`src/rtl/img_pkg.sv`:
```
// Shared types and default sizing for the image averaging pipeline.
package img_pkg;
   typedef enum logic [1:0] {IDLE, RUN, DONE} state_t;

   localparam int PIX_W_DEF     = 8;
   localparam int OUT_AW_DEF    = 9;
   localparam int OUT_DEPTH_DEF = 512;
   localparam int GROUP_LOG2    = 2;
endpackage

```
`src/rtl/pixel_avg4_writer_if.sv`:
```
// Pixel stream in, result-BRAM write port out, plus frame control/status.
interface pixel_avg4_writer_if
   import img_pkg::*;
#(
   parameter int PIX_W  = PIX_W_DEF,
   parameter int OUT_AW = OUT_AW_DEF
);
   logic              start;
   logic              in_valid;
   logic [PIX_W-1:0]  in_data;
   logic              in_ready;
   logic              wr_en;
   logic [OUT_AW-1:0] wr_addr;
   logic [PIX_W-1:0]  wr_data;
   logic              busy;
   logic              done;

   modport master (
      output start, in_valid, in_data,
      input  in_ready, wr_en, wr_addr, wr_data, busy, done
   );

   modport slave (
      input  start, in_valid, in_data,
      output in_ready, wr_en, wr_addr, wr_data, busy, done
   );
endinterface

```
`src/rtl/pixel_avg4_writer_avg4_accum.sv`:
```
// Sums groups of 2**GROUP_LOG2 accepted pixels and registers the (optionally
// rounded) average together with a one-cycle group_done strobe.
module avg4_accum #(
   parameter int PIX_W      = img_pkg::PIX_W_DEF,
   parameter int GROUP_LOG2 = img_pkg::GROUP_LOG2,
   parameter int ROUND      = 1
) (
   input  logic             clk,
   input  logic             rst,
   input  logic             clr,
   input  logic             accept,
   input  logic [PIX_W-1:0] data,
   output logic             group_end,
   output logic             group_done,
   output logic [PIX_W-1:0] avg
);
   localparam int SUM_W = PIX_W + GROUP_LOG2;
   localparam logic [SUM_W-1:0] RND = (ROUND != 0) ? (SUM_W'(1) << (GROUP_LOG2 - 1)) : '0;

   logic [GROUP_LOG2-1:0] cnt;
   logic [SUM_W-1:0]      sum;
   logic [SUM_W-1:0]      sum_nxt;
   logic [SUM_W-1:0]      sum_rnd;

   assign sum_nxt   = sum + SUM_W'(data);
   assign sum_rnd   = sum_nxt + RND;
   assign group_end = accept && (cnt == '1);

   // The closing sample restarts the sum at zero so the next group follows with no bubble.
   always_ff @(posedge clk or posedge rst) begin
      if (rst) begin
         cnt        <= '0;
         sum        <= '0;
         group_done <= 1'b0;
         avg        <= '0;
      end else begin
         group_done <= 1'b0;
         if (clr) begin
            cnt <= '0;
            sum <= '0;
         end else if (accept) begin
            cnt <= cnt + 1'b1;
            if (group_end) begin
               sum        <= '0;
               group_done <= 1'b1;
               avg        <= sum_rnd[SUM_W-1:GROUP_LOG2];
            end else begin
               sum <= sum_nxt;
            end
         end
      end
   end
endmodule

```
`src/rtl/pixel_avg4_writer.sv`:
```
// Frame engine: averages groups of four pixels and writes one result per group
// to sequential result-BRAM addresses 0..OUT_DEPTH-1.
//
// state | meaning
// IDLE  | waiting for start, outputs hold their last values
// RUN   | accepting pixels, one result-BRAM write per completed group
// DONE  | one-cycle completion pulse, then back to IDLE
module pixel_avg4_writer #(
   parameter int PIX_W      = img_pkg::PIX_W_DEF,
   parameter int OUT_AW     = img_pkg::OUT_AW_DEF,
   parameter int OUT_DEPTH  = img_pkg::OUT_DEPTH_DEF,
   parameter int GROUP_LOG2 = img_pkg::GROUP_LOG2,
   parameter int ROUND      = 1
) (
   input logic                clk,
   input logic                rst,
   pixel_avg4_writer_if.slave bus
);
   img_pkg::state_t   state;
   img_pkg::state_t   state_nxt;
   logic [OUT_AW:0]   grp_left;
   logic [OUT_AW-1:0] wr_cnt;
   logic              wr_en_q;
   logic [OUT_AW-1:0] wr_addr_q;
   logic [PIX_W-1:0]  wr_data_q;
   logic              in_ready;
   logic              busy;
   logic              done;
   logic              clr;
   logic              accept;
   logic              group_end;
   logic              group_done;
   logic [PIX_W-1:0]  avg;
   logic              last_wr;

   assign accept  = bus.in_valid && in_ready;
   assign last_wr = wr_en_q && (wr_addr_q == OUT_AW'(OUT_DEPTH - 1));

   avg4_accum #(
      .PIX_W      (PIX_W),
      .GROUP_LOG2 (GROUP_LOG2),
      .ROUND      (ROUND)
   ) u_accum (
      .clk        (clk),
      .rst        (rst),
      .clr        (clr),
      .accept     (accept),
      .data       (bus.in_data),
      .group_end  (group_end),
      .group_done (group_done),
      .avg        (avg)
   );

   always_ff @(posedge clk or posedge rst) begin
      if (rst) state <= img_pkg::IDLE;
      else     state <= state_nxt;
   end

   always_comb begin
      state_nxt = state;
      clr       = 1'b0;
      busy      = 1'b0;
      done      = 1'b0;
      in_ready  = 1'b0;
      case (state)
         img_pkg::IDLE: begin
            if (bus.start) begin
               state_nxt = img_pkg::RUN;
               clr       = 1'b1;
            end
         end
         img_pkg::RUN: begin
            busy     = 1'b1;
            in_ready = (grp_left != '0);
            if (last_wr) state_nxt = img_pkg::DONE;
         end
         img_pkg::DONE: begin
            done      = 1'b1;
            state_nxt = img_pkg::IDLE;
         end
         default: state_nxt = img_pkg::IDLE;
      endcase
   end

   // grp_left counts groups still to accept so in_ready drops right after the final one.
   always_ff @(posedge clk or posedge rst) begin
      if (rst) begin
         grp_left  <= '0;
         wr_cnt    <= '0;
         wr_en_q   <= 1'b0;
         wr_addr_q <= '0;
         wr_data_q <= '0;
      end else begin
         wr_en_q <= (state == img_pkg::RUN) && group_done;
         if (clr) begin
            grp_left  <= (OUT_AW + 1)'(OUT_DEPTH);
            wr_cnt    <= '0;
            wr_addr_q <= '0;
         end else begin
            if (group_end) grp_left <= grp_left - 1'b1;
            if ((state == img_pkg::RUN) && group_done) begin
               wr_addr_q <= wr_cnt;
               wr_data_q <= avg;
               wr_cnt    <= wr_cnt + 1'b1;
            end
         end
      end
   end

   assign bus.in_ready = in_ready;
   assign bus.wr_en    = wr_en_q;
   assign bus.wr_addr  = wr_addr_q;
   assign bus.wr_data  = wr_data_q;
   assign bus.busy     = busy;
   assign bus.done     = done;
endmodule

```
`src/flat_wrapper.sv`:
```
// flat-port wrapper written by rule: the top's interface ports become plain ports
module pixel_avg4_writer_flat 
#(
   parameter int PIX_W      = img_pkg::PIX_W_DEF,
   parameter int OUT_AW     = img_pkg::OUT_AW_DEF,
   parameter int OUT_DEPTH  = img_pkg::OUT_DEPTH_DEF,
   parameter int GROUP_LOG2 = img_pkg::GROUP_LOG2,
   parameter int ROUND      = 1
)
  (clk, rst, bus_start, bus_in_valid, bus_in_data, bus_in_ready, bus_wr_en, bus_wr_addr, bus_wr_data, bus_busy, bus_done);
  pixel_avg4_writer_if #(.PIX_W(PIX_W), .OUT_AW(OUT_AW)) bus_i ();
  input logic clk;
  input logic rst;
  input wire logic [$bits(bus_i.start)-1:0] bus_start;
  input wire logic [$bits(bus_i.in_valid)-1:0] bus_in_valid;
  input wire logic [$bits(bus_i.in_data)-1:0] bus_in_data;
  output wire logic [$bits(bus_i.in_ready)-1:0] bus_in_ready;
  output wire logic [$bits(bus_i.wr_en)-1:0] bus_wr_en;
  output wire logic [$bits(bus_i.wr_addr)-1:0] bus_wr_addr;
  output wire logic [$bits(bus_i.wr_data)-1:0] bus_wr_data;
  output wire logic [$bits(bus_i.busy)-1:0] bus_busy;
  output wire logic [$bits(bus_i.done)-1:0] bus_done;
  assign bus_i.start = bus_start;
  assign bus_i.in_valid = bus_in_valid;
  assign bus_i.in_data = bus_in_data;
  assign bus_in_ready = bus_i.in_ready;
  assign bus_wr_en = bus_i.wr_en;
  assign bus_wr_addr = bus_i.wr_addr;
  assign bus_wr_data = bus_i.wr_data;
  assign bus_busy = bus_i.busy;
  assign bus_done = bus_i.done;
  pixel_avg4_writer #(.PIX_W(PIX_W), .OUT_AW(OUT_AW), .OUT_DEPTH(OUT_DEPTH), .GROUP_LOG2(GROUP_LOG2), .ROUND(ROUND)) u_core (.clk(clk), .rst(rst), .bus(bus_i));
endmodule
```
`config.mk`:
```
export PLATFORM = sky130hd
export DESIGN_NAME = pixel_avg4_writer_flat
export DESIGN_NICKNAME = d
export VERILOG_FILES = /design/src/rtl/img_pkg.sv /design/src/rtl/pixel_avg4_writer_if.sv /design/src/rtl/pixel_avg4_writer_avg4_accum.sv /design/src/rtl/pixel_avg4_writer.sv /design/src/flat_wrapper.sv
export SDC_FILE = /design/constraint.sdc
export NUM_CORES = 1
export LEC_CHECK = 0
export CAP_MARGIN = 20
export CELL_PAD_IN_SITES_DETAIL_PLACEMENT = 2
export CELL_PAD_IN_SITES_GLOBAL_PLACEMENT = 2
export CORE_MARGIN = 3
export CORE_UTILIZATION = 36
export CTS_CLUSTER_DIAMETER = 40
export DETAILED_ROUTE_END_ITERATION = 16
export PLACE_DENSITY_LB_ADDON = 0.3
export SETUP_SLACK_MARGIN = 0.3
export SLEW_MARGIN = 30
export SYNTH_ARGS = -nofsm -noshare
export SYNTH_HDL_FRONTEND = slang
export SYNTH_SLANG_ARGS = --single-unit
```
`constraint.sdc`:
```
create_clock -name clk -period 2.9 [get_ports clk]
set_input_delay 0.435 -clock clk [delete_from_list [all_inputs] [get_ports clk]]
set_output_delay 0.435 -clock clk [all_outputs]
set_load 0.05 [all_outputs]
```
==> impl_metrics.py <==
metrics = {
    "clock_network": {
        "cts_root_buffer": "clkbuf_8",
        "clk_latency_ns": 0.34,
        "hold_buffers": 0,
        "cts_buffers": 9,
        "cts.htree.levels": 3,
        "cts.sinks": 60,
        "clock_path_buffers": 2,
        "cts_tree": "built",
        "clk_pin_slew_ns": 0.08,
    },
    "sta": {
        "fmax_mhz": 381,
        "slew_violations": 0,
        "slew_headroom_pct": 50.1,
        "finClkSkew_ns": 0.00851,
        "tightest_slew_ns": 0.745,
        "setup_tns_ns": 0,
        "post-route-min-period_ns": 2.62,
        "setup_viol_count_final": 0,
        "grt_setup_unrepaired": "yes",
        "hold_viol": 0,
        "period_share_pct": 90.5,
        "worst_slack_ns": 0.277,
    },
    "floorplan": {
        "fp.dieW_um": 97.1,
        "coreArea_um2": 7890,
        "die_y_um": 97.1,
        "io_pins": 33,
        "dieArea_um2": 9420,
        "num_rows": 32,
        "start_util_pct": 37.8,
    },
    "route": {
        "wire_per_inst_um": 18.8,
        "wirelength_um": 8480,
        "firstDrtPassIters": 5,
        "via_per_inst": 5.34,
        "drc": 0,
        "vias": 2415,
        "antenna_left": 0,
        "drt_iter0_drc": 44,
    },
    "synth": {
        "netlist_instances": 288,
        "yosysSeqAreaShare_pct": 50.3,
        "async_flop_share_pct": 100,
        "syn_area_um2": 2990,
        "syn-num-nets": 314,
        "synth-edff-count": 0,
        "synth_seq_cells": 60,
        "yosys_most_used_dff": "dfrtp_1",
        "synth_warnings": 0,
        "synth.avg_cell_area_um2": 10.4,
        "synth_cell_types": 49,
    },
    "placement": {
        "post-dp-hpwl_um": 5760,
        "placed_cell_area_um2": 3530,
        "numPortBuffers": 32,
        "gp_congestion": 0.792,
        "post-place-ws_ns": -0.134,
    },
    "grt": {
        "grt_start_max_net_pins": 34,
        "grt_first_pass_wirelength_um": 13900,
        "grt_pass1_vias": 2675,
        "grt_use_total_pct": 18.4,
        "overflow": 0,
        "antenna_found_initial": 0,
    },
    "outcome": {
        "status": "complete, no violations",
    },
    "cells_and_area": {
        "nNetsFinal": 371,
        "num-fill-cells": 815,
        "design_area_um2": 3880,
        "n_antenna_cell": 0,
        "final_common_cell": "dfrtp_1",
        "final_cell_mix": "dfrtp_1 (60), nand2_1 (50), clkdlybuf4s50_1 (30)",
        "seqCellArea_um2": 1500,
        "area_growth_pct": 29.9,
        "multiInputGateArea_um2": 1510,
        "drive_above_1_share_pct": 19.4,
    },
    "pwr": {
        "total_power_mw": 1.70,
        "powerDensity_nw_per_um2": 438,
        "leakage_nw": 1.80,
        "peakVddDrop_mv": 0.190,
    },
    "setup_path": {
        "crit_path_start_kind": "primary input",
        "cp_max_fo": 4,
        "worstSetupEndpointType": "flop",
        "critical_path_class": "primary input to flop",
        "cp.required_ns": 3.16,
        "crit_arrival_ns": 2.88,
    },
    "run": {
        "maxCapViolations": 0,
    },
    "hold_path": {
        "hp-class": "primary input to flop",
    },
}
cell usage after synthesis, drive strengths merged (3+ instances only):
master   n  area (um2)
a21oi    9        48.8
a22o    16         140
buf      3        13.8
clkbuf   3        11.3
dfrtp   60        1500
ha      13         163
inv     15        58.8
nand2   51         191
nand3    7        52.6
nand4    8        65.1
nor2    18        75.1
nor3     6        41.3
o211ai   3        22.5
o21ai   17        85.1
o31ai    4        30.0
or3      4        25.0
xnor2    8        70.1
xor2    15         131
per-stage QoR:
stage | utilization, % | hold WS (ns) | cells
6_report | 49.2 | 0.475 | 452
5_1_grt | 49.2 | 0.502 | 452
4_1_cts | 47.6 | 0.474 | 447
3_5_place_dp | 44.8 | 0.464 | 430
3_3_place_gp | 44.7 | 0.456 | 430
2_1_floorplan | - | 0.435 | 288
power breakdown:
group          total [mW]  internal (mW)  switching (mW)
registers           0.836          0.836               0
logic              0.0916         0.0418          0.0498
clock network       0.770          0.401           0.369
flip-flops by register name, indices dropped and copies added, names as in the netlist:
name	flops
u_core.u_accum.group_done	1
u_core.bus.wr_en	1
u_core.u_accum.sum	10
u_core.wr_cnt	9
u_core.grp_left	10
u_core.bus.wr_data	8
u_core.state	2
u_core.bus.wr_addr	9
u_core.u_accum.cnt	2
u_core.u_accum.avg	8
path summary, 6_finish.rpt:
| path | from | endpoint | slack [ns] | cells after the start |
|---|---|---|---|---|
| setup / recovery | bus_in_data[2] | u_core.u_accum.avg[6] | 0.28 | 11 |
| hold / removal | bus_in_data[0] | u_core.u_accum.sum[0] | 0.47 | 3 |
| setup reg to reg | u_core.u_accum.sum[0] | u_core.u_accum.avg[6] | 0.40 | 12 |
| hold reg to reg | u_core.bus.wr_data[0] | u_core.bus.wr_data[0] | 0.47 | 2 |
| max in group asynchronous | rst | u_core.grp_left[2] | 1.79 | 3 |
| min in group asynchronous | rst | u_core.bus.wr_data[5] | 0.51 | 2 |
area by class of cell:
class,count,area share [%]
inverter,15,1.58
clock buffer,9,3.19
tap,102,3.29
timing repair buffer,52,12.4
multi-input combinational,207,38.9
sequential,60,38.7
clock inverter,7,1.94
critical path: stages:
cell	delay, ns
clkdlybuf4s50_1	0.47
ha_2	0.32
nor2b_2	0.18
o21ai_2	0.22
a21boi_0	0.12
buf_4	0.17
nor4bb_4	0.29
buf_4	0.19
nand4_1	0.13
xor2_1	0.18
o21ai_0	0.19
what timing repair did:
| action | CTS | global route |
|---|---|---|
| buffers inserted | 1 | 5 |
| setup endpoints to repair | 5 | 7 |
| pin swaps | 2 | 7 |
| resized for setup | 8 | 23 |
layer usage:
metal	share of wire, %	GRT usage (%)
met1	43	22.8
met2	53	32.5
met3	2.9	3.80
met5	0	0
met4	1.2	4.86
cells by family after synthesis:
group / after synthesis / share of synthesized area [%]
XOR/XNOR: 23 / 6.75
AO/OA/AOI/OAI: 59 / 14.2
buffers and inverters: 21 / 2.81
adder cells (fa/ha/maj): 14 / 6.12
AND/OR/NAND/NOR: 109 / 19.2
multiplexers: 2 / 0.712
flip-flops: 60 / 50.3
Note: power is estimated with default switching activity, not from simulation.
